## config.mk

```make
export PLATFORM = sky130hd
export DESIGN_NAME = fetch_stage_flat
export DESIGN_NICKNAME = d
export VERILOG_FILES = /design/src/rtl/mips_pkg.sv /design/src/rtl/fetch_stage_if.sv /design/src/rtl/fetch_skid_buf.sv /design/src/rtl/fetch_stage.sv /design/src/flat_wrapper.sv
export SDC_FILE = /design/constraint.sdc
export NUM_CORES = 1
export LEC_CHECK = 0
export CAP_MARGIN = 40
export CORE_ASPECT_RATIO = 0.7
export CORE_UTILIZATION = 43
export CTS_CLUSTER_DIAMETER = 30
export CTS_CLUSTER_SIZE = 40
export DETAILED_ROUTE_END_ITERATION = 16
export GPL_ROUTABILITY_DRIVEN = 0
export GPL_TIMING_DRIVEN = 0
export PLACE_DENSITY = 0.65
export SYNTH_ARGS = -nofsm -noshare
export SYNTH_HDL_FRONTEND = slang
export SYNTH_SLANG_ARGS = --single-unit
```

## constraint.sdc

```tcl
create_clock -name clk -period 4.09 [get_ports clk]
set_clock_uncertainty 0.2 [all_clocks]
set_input_delay 0.6135 -clock clk [delete_from_list [all_inputs] [get_ports clk]]
set_output_delay 0.6135 -clock clk [all_outputs]
set_load 0.02 [all_outputs]
```

## src/rtl/mips_pkg.sv

```systemverilog
// Shared constants and the fetch-stage state encoding for the MIPS pipeline.
package mips_pkg;

   // sll $0,$0,0 -- the canonical bubble
   localparam logic [31:0] NOP_INST = 32'h0000_0000;
   localparam logic [31:0] RESET_PC = 32'h0000_0000;

   typedef enum logic [1:0] {
      ST_FETCH = 2'd0,   // request outstanding, results delivered
      ST_DRAIN = 2'd1,   // stale request outstanding, result thrown away
      ST_HOLD  = 2'd2    // skid full, waiting for the stall to clear
   } fetch_state_e;

   // Instruction fetches are always word aligned.
   function automatic logic [31:0] word_align(input logic [31:0] a);
      return a & ~32'h3;
   endfunction

endpackage

```

## src/rtl/fetch_stage_if.sv

```systemverilog
// Instruction-memory request/acknowledge bus seen by the fetch stage.
interface fetch_stage_if;
   logic        imem_req;
   logic [31:0] imem_addr;
   logic        imem_ack;
   logic [31:0] imem_rdata;

   modport master (output imem_req, output imem_addr,
                   input  imem_ack, input  imem_rdata);
   modport slave  (input  imem_req, input  imem_addr,
                   output imem_ack, output imem_rdata);
endinterface

```

## src/rtl/fetch_skid_buf.sv

```systemverilog
// One-entry {pcplus4, inst} buffer that catches an instruction accepted
// from memory while the decode stage is stalled.
module fetch_skid_buf (
   input  logic        clk,
   input  logic        reset,
   input  logic        load,
   input  logic        clear,
   input  logic [31:0] in_pcplus4,
   input  logic [31:0] in_inst,
   output logic        full,
   output logic [31:0] out_pcplus4,
   output logic [31:0] out_inst
);
   import mips_pkg::*;

   logic        full_q, full_d;
   logic [31:0] pcplus4_q, pcplus4_d;
   logic [31:0] inst_q, inst_d;

   // Clear wins over load; a flush must never leave a stale entry behind.
   always_comb begin
      full_d    = full_q;
      pcplus4_d = pcplus4_q;
      inst_d    = inst_q;
      if (clear) begin
         full_d = 1'b0;
      end else if (load) begin
         full_d    = 1'b1;
         pcplus4_d = in_pcplus4;
         inst_d    = in_inst;
      end
   end

   // Buffer registers.
   always_ff @(posedge clk) begin
      if (reset) begin
         full_q    <= 1'b0;
         pcplus4_q <= 32'h0;
         inst_q    <= NOP_INST;
      end else begin
         full_q    <= full_d;
         pcplus4_q <= pcplus4_d;
         inst_q    <= inst_d;
      end
   end

   assign full        = full_q;
   assign out_pcplus4 = pcplus4_q;
   assign out_inst    = inst_q;
endmodule

```

## src/rtl/fetch_stage.sv

```systemverilog
// IF stage: owns the fetch address, talks to instruction memory over a
// req/ack handshake and feeds {pcplus4, inst, valid} to the IF/ID register.
// Stalls are absorbed by a one-entry skid buffer; redirects flush the stage
// and, if a request is still unacknowledged, drain it before re-targeting.
module fetch_stage
   import mips_pkg::*;
#(
   parameter logic [31:0] RESET_PC_P = mips_pkg::RESET_PC,
   parameter logic [31:0] NOP_INST_P = mips_pkg::NOP_INST
) (
   input  logic            clk,
   input  logic            reset,
   input  logic            stall_f,
   input  logic            redirect,
   input  logic [31:0]     redirect_pc,
   fetch_stage_if.master   imem,
   output logic [31:0]     out_pcplus4,
   output logic [31:0]     out_inst,
   output logic            out_valid
);

   fetch_state_e state_q, state_d;
   logic         req_q, req_d;
   logic [31:0]  addr_q, addr_d;
   logic [31:0]  target_q, target_d;
   logic [31:0]  pcplus4_q, pcplus4_d;
   logic [31:0]  inst_q, inst_d;
   logic         valid_q, valid_d;

   logic         skid_load, skid_clear, skid_full;
   logic [31:0]  skid_pcplus4, skid_inst;
   logic         accepted;
   logic [31:0]  redirect_tgt;
   logic [31:0]  addr_plus4;

   // An ack only counts while a request is actually being presented.
   assign accepted     = imem.imem_ack & req_q;
   assign redirect_tgt = word_align(redirect_pc);
   assign addr_plus4   = addr_q + 32'd4;

   fetch_skid_buf u_skid (
      .clk         (clk),
      .reset       (reset),
      .load        (skid_load),
      .clear       (skid_clear),
      .in_pcplus4  (addr_plus4),
      .in_inst     (imem.imem_rdata),
      .full        (skid_full),
      .out_pcplus4 (skid_pcplus4),
      .out_inst    (skid_inst)
   );

   // Next-state, address and output-register logic.
   always_comb begin
      state_d    = state_q;
      addr_d     = addr_q;
      target_d   = target_q;
      pcplus4_d  = pcplus4_q;
      inst_d     = inst_q;
      valid_d    = valid_q;
      skid_load  = 1'b0;
      skid_clear = 1'b0;

      if (redirect) begin
         // Flush: bubble out, drop any buffered instruction.
         valid_d    = 1'b0;
         inst_d     = NOP_INST_P;
         skid_clear = 1'b1;
      end

      case (state_q)
         ST_FETCH: begin
            if (redirect) begin
               // The handshake is never retracted: an unacked request must
               // complete before the new target can be presented.
               if (req_q && !accepted) begin
                  target_d = redirect_tgt;
                  state_d  = ST_DRAIN;
               end else begin
                  addr_d = redirect_tgt;
               end
            end else if (accepted) begin
               addr_d = addr_plus4;
               if (stall_f) begin
                  skid_load = 1'b1;
                  state_d   = ST_HOLD;
               end else begin
                  pcplus4_d = addr_plus4;
                  inst_d    = imem.imem_rdata;
                  valid_d   = 1'b1;
               end
            end else if (!stall_f) begin
               valid_d = 1'b0;
               inst_d  = NOP_INST_P;
            end
         end
         ST_DRAIN: begin
            if (redirect) begin
               if (accepted) begin
                  addr_d  = redirect_tgt;
                  state_d = ST_FETCH;
               end else begin
                  target_d = redirect_tgt;
               end
            end else if (accepted) begin
               addr_d  = target_q;
               state_d = ST_FETCH;
            end
         end
         ST_HOLD: begin
            if (redirect) begin
               addr_d  = redirect_tgt;
               state_d = ST_FETCH;
            end else if (!stall_f && skid_full) begin
               pcplus4_d  = skid_pcplus4;
               inst_d     = skid_inst;
               valid_d    = 1'b1;
               skid_clear = 1'b1;
               state_d    = ST_FETCH;
            end
         end
         default: begin
            state_d = ST_FETCH;
         end
      endcase

      // The request line is registered: it is presented in every state
      // except while waiting on a full skid buffer.
      req_d = (state_d != ST_HOLD);
   end

   // State and output registers.
   always_ff @(posedge clk) begin
      if (reset) begin
         state_q   <= ST_FETCH;
         req_q     <= 1'b0;
         addr_q    <= RESET_PC_P;
         target_q  <= RESET_PC_P;
         pcplus4_q <= 32'h0;
         inst_q    <= NOP_INST_P;
         valid_q   <= 1'b0;
      end else begin
         state_q   <= state_d;
         req_q     <= req_d;
         addr_q    <= addr_d;
         target_q  <= target_d;
         pcplus4_q <= pcplus4_d;
         inst_q    <= inst_d;
         valid_q   <= valid_d;
      end
   end

   assign imem.imem_req  = req_q;
   assign imem.imem_addr = addr_q;
   assign out_pcplus4    = pcplus4_q;
   assign out_inst       = inst_q;
   assign out_valid      = valid_q;
endmodule
```

## src/flat_wrapper.sv

```systemverilog
// flat-port wrapper written by rule: the top's interface ports become plain ports
module fetch_stage_flat import mips_pkg::*;
#(
   parameter logic [31:0] RESET_PC_P = mips_pkg::RESET_PC,
   parameter logic [31:0] NOP_INST_P = mips_pkg::NOP_INST
)
  (clk, reset, stall_f, redirect, redirect_pc, out_pcplus4, out_inst, out_valid, imem_imem_req, imem_imem_addr, imem_imem_ack, imem_imem_rdata);
  fetch_stage_if imem_i ();
  input  logic clk;
  input  logic reset;
  input  logic stall_f;
  input  logic redirect;
  input  logic [31:0] redirect_pc;
  output logic [31:0] out_pcplus4;
  output logic [31:0] out_inst;
  output logic out_valid;
  output wire logic [$bits(imem_i.imem_req)-1:0] imem_imem_req;
  output wire logic [$bits(imem_i.imem_addr)-1:0] imem_imem_addr;
  input wire logic [$bits(imem_i.imem_ack)-1:0] imem_imem_ack;
  input wire logic [$bits(imem_i.imem_rdata)-1:0] imem_imem_rdata;
  assign imem_imem_req = imem_i.imem_req;
  assign imem_imem_addr = imem_i.imem_addr;
  assign imem_i.imem_ack = imem_imem_ack;
  assign imem_i.imem_rdata = imem_imem_rdata;
  fetch_stage #(.RESET_PC_P(RESET_PC_P), .NOP_INST_P(NOP_INST_P)) u_core (.clk(clk), .reset(reset), .stall_f(stall_f), .redirect(redirect), .redirect_pc(redirect_pc), .imem(imem_i), .out_pcplus4(out_pcplus4), .out_inst(out_inst), .out_valid(out_valid));
endmodule
```

==> summary by stage <==
Run status
The run finished with clean final reports.

CTS
The CTS buffer count is 17. In this run, post-CTS hold repair placed 0 buffers. After clock tree synthesis, the repair step resized 0 gates.

The clock edge transition at the registers on the reported setup and hold paths is 80 ps. The cell at the root of the clock tree is clkbuf_16. The number of setup buffers added after CTS is 0.

The H-tree was split into 4 levels. The clock reaches the later pin of the worst-skew pair after 450 ps. The clock passes through at most 2 buffers. Clock tree synthesis found a total of 189 sinks. The TritonCTS clock tree is done.

Floorplanning
The core region is 0.0200 sq mm. The floorplan die area is 0.0211 sq mm. The height of the die is 122 um. The top-level port count is 167.

Row generation in the floorplan step produced 43 rows. From left edge to right edge, the die measures 173 um. The initial utilization of the core area, before any placement, comes to 44.1%.

Logic synthesis
Among all flip-flop cells after synthesis, the most frequent one is dfxtp_1. Yosys printed 0 warnings. In the synthesized netlist, the cells that appear most often are dfxtp_1 (189), nand2_1 (139), nor2_1 (126), a21oi_1 (107), clkbuf_1 (72). The count of flip-flops with a built-in enable after synthesis is 0. In this run the cell area of the synthesized design comes to 0.00881 sq mm. Summing the areas of all fa, ha and maj instances in the mapped netlist gives 0.710% of the synthesized area. After Yosys synthesis, XOR and XNOR cells account for 1.79% of the synthesized area. After technology mapping, the gate count stands at 1064.

After synthesis, the largest family of logic cells by area is compound AO/OA/AOI/OAI gates. The most frequent cell after synthesis is dfxtp_1. Summing the sequential cell areas from Yosys gives 43.0% of the chip area. Each instance of the synthesized netlist takes up on average 8.28 sq um. Summing the areas of all and, or, nand and nor instances in the mapped netlist gives 21.9% of the synthesized area. After synthesis, the largest area contributor takes up 43.0% of total cell area. Summed over all instances, the cell type with the most area after synthesis is dfxtp_1. The synthesized-area fraction occupied by ao, oa, aoi and oai cells is 23.3%.

The synthesized design contains 189 register bits. Sorting the synthesized cells by area gives the leading types as dfxtp_1 (43%), a21oi_1 (6.1%), nand2_1 (5.9%). Counting flops with an async set or reset pin after synthesis yields a share of 0%.

The proportion of synthesized area in mux cells is 3.86%. Yosys mapped the design onto 72 distinct sky130hd cell types.

Route
The first detailed-routing pass ran for 6 iterations. The count of antenna-violating nets left after detailed routing is 0. The number of DRC markers in iteration 0 is 1218.

The number of DRC violations after detailed routing is 0. Dividing the detail-routed via count by the number of cells gives 5.98. The final layout contains routed wiring with a total length of 31600 um. In the final routed layout, each cell accounts on average for 20.7 um. The routed layout has 9149 vias.

Pwr
The power density normalized to cell area is 389 mW/mm^2. Net switching is 31.6% of the power. The part of the total power dissipated in sequential elements is 45.1%. The analysis attributes to cell leakage a power of 4.02 nW. The highest ir drop seen on vdd is 0.283 mV.

The fraction of power consumed by combinational cells is 16.1%. The internal portion of total power is 3.03 mW. The switching power of the nets is 1.40 mW. The clock share of power is 38.8%.

Critical path
The largest single stage delay on the critical path is 670 ps. The family with the most delay on the worst path is buffers and inverters. The type of destination of the critical path is a flip-flop. Data on the critical path arrives at its endpoint at 3350 ps. STA classifies the critical path startpoint as an input port. Counting both buffers and inverters, the worst setup path holds a total of 4. The slowest stage of the critical path belongs to the cell clkbuf_1. The maximum fanout along the worst path is 10. The data required time at the worst endpoint is 4200 ps. The critical path goes through clkdlybuf4s50_1, buf_2, clkbuf_1, clkbuf_1, a21oi_1, a21oi_1, o21a_1, nor3_1. The worst setup path is of the in -> reg kind.

GRT
The number of antenna violations at the first check in global routing is 0. The global-route total usage across every layer is 29.8%. The number of global-route vias before repair was 8109.

Summed over all layers, the global routing overflow is 0. The global-route wire length before repair is 47900 um. Entering global routing, the biggest net connects 22 pins.

STA
Setup violations remaining at the end of the flow were counted as 0. The final number of hold-violating endpoints is 0. Timing would allow up to 308 MHz.

The transition time at the pin with the least slew margin is 931 ps. Setup repair after global routing left no endpoint under its margin. Subtracting the final worst setup slack from the clock period gives 3240 ps. Setup total negative slack on the finished layout was measured at 0 ps. The final clock period utilization by the worst path is 79.3%. The worst pin sits at a relative slew slack of 37.5%. The number of max-slew violations in the final report is 0.

Finish
Cells with a size suffix above 1 make up 6.20% of the layout. Registers take 0.00378 sq mm. The post-layout instance area is 0.0114 sq mm. 0 antenna diodes ended up in the layout. The net count reported at finish is 1320. The area growth from synthesis to layout is 29.1%.

The count of fill cells added during filler insertion is 1815. The multi-input combinational cells in the finished layout cover a total of 0.00456 sq mm.

Placed design
During placement, the flow inserted port buffers numbering 159. The post-detailed-placement cell area is 0.0108 sq mm. The placed wire-length estimate is 23200 um.

Flow run
The number of maximum-capacitance violations is 0.

Hold path
The path class of the lowest-slack min-delay path is reg -> reg.
stage by stage:
step                hold WS (ps)  cells  setup WS (ps)  total power [mW]  util [%]
global route                 268   1529            793              4.56      57.0
global placement             239   1496            473              2.72      53.9
CTS                          255   1529           1020              4.42      57.0
detailed placement           246   1497            559              2.73      53.9
floorplan                    231   1067           1710              2.40         -
finish                       251   1529            845              4.43      57.0
flip-flops by register name, summed over array words and instances, names as in the netlist:
| signal | flops |
|---|---|
| u_core.imem.imem_req | 1 |
| u_core.state_q | 2 |
| u_core.out_inst | 32 |
| u_core.u_skid.out_pcplus4 | 30 |
| u_core.u_skid.full | 1 |
| u_core.u_skid.out_inst | 32 |
| u_core.imem.imem_addr | 30 |
| u_core.target_q | 30 |
| u_core.out_pcplus4 | 30 |
| u_core.out_valid | 1 |
placed cells by master (no fill, tap or decap), types with 5 or more instances in the layout:
cell             count
a22o_1               5
a21oi_1            107
o21ai_0             30
buf_4                6
nand2_1            139
mux2i_1             34
a31oi_1              6
o221ai_1             6
a21o_1               6
nand3_1             22
dfxtp_1            189
a211oi_1            25
clkbuf_1            72
nor2_1             126
nor4_1               8
inv_1               15
nor2b_1              5
a222oi_1            35
xor2_1              10
o21ai_1             11
clkdlybuf4s50_1    159
ha_1                 5
buf_2               18
clkbuf_16           17
nand2b_1            16
nor3_1              31
nand4_1             16
xnor2_1              8
clkinv_8             7
a221oi_1            11
and3_1               8
a22oi_1              7
o211ai_1            12
cell type report:
class                      instances  area share, %
buffer                            97           3.63
clock buffer                      17           3.74
clock inverter                    15           1.70
inverter                          17          0.561
multi-input combinational        764           40.1
sequential                       189           33.3
tap                              270           2.97
timing repair buffer             160           14.1
metal layers:
metal  routed length, um  part of all wire [%]  GRT usage (%)  up-vias
met3                3560                    11           7.52       56
met2               12400                    39           40.1      531
met1               14900                    47           45.3     4331
met5                   0                     0              0        -
met4                 751                   2.4           9.73        0
li1                    -                     -              -     4231
power by group through the flow:
stage / clock network, mW / logic, mW / registers (mW)
floorplan: 0 / 0.345 / 2.06
global placement: 0 / 0.688 / 2.03
detailed placement: 0 / 0.691 / 2.03
CTS: 1.73 / 0.696 / 1.99
global route: 1.80 / 0.757 / 2.00
finish: 1.72 / 0.713 / 2.00
worst reg2reg max path, stage by stage (launching register included):
cell	delay, ps
dfxtp_1	420
inv_1	90
ha_1	300
clkbuf_1	340
or2_2	260
clkbuf_1	470
clkbuf_1	530
a21oi_1	70
o21ai_0	250
a21oi_1	110
worst paths after layout:
kind	start	to	slack, ps	cells after the start
setup / recovery	redirect	u_core.imem.imem_addr[11]$_SDFFE_PP0P_	850	8
hold / removal	u_core.out_pcplus4[8]$_SDFFE_PP0P_	u_core.out_pcplus4[8]$_SDFFE_PP0P_	250	2
setup reg to reg	u_core.state_q[0]$_SDFF_PP0_	u_core.imem.imem_addr[16]$_SDFFE_PP0P_	910	9
hold reg to reg	u_core.out_pcplus4[8]$_SDFFE_PP0P_	u_core.out_pcplus4[8]$_SDFFE_PP0P_	250	2
cells by family (layout without fill, tap and decap cells):
| group | count (synthesis) | after routing |
|---|---|---|
| simple gates | 404 | 404 |
| compound gates | 299 | 299 |
| flops | 189 | 189 |
| buf+inv | 114 | 306 |
| mux | 34 | 34 |
| xor+xnor | 18 | 18 |
| fa+ha+maj | 5 | 5 |
| other cells | 1 | 4 |
Note: power is estimated with default switching activity, not from simulation.
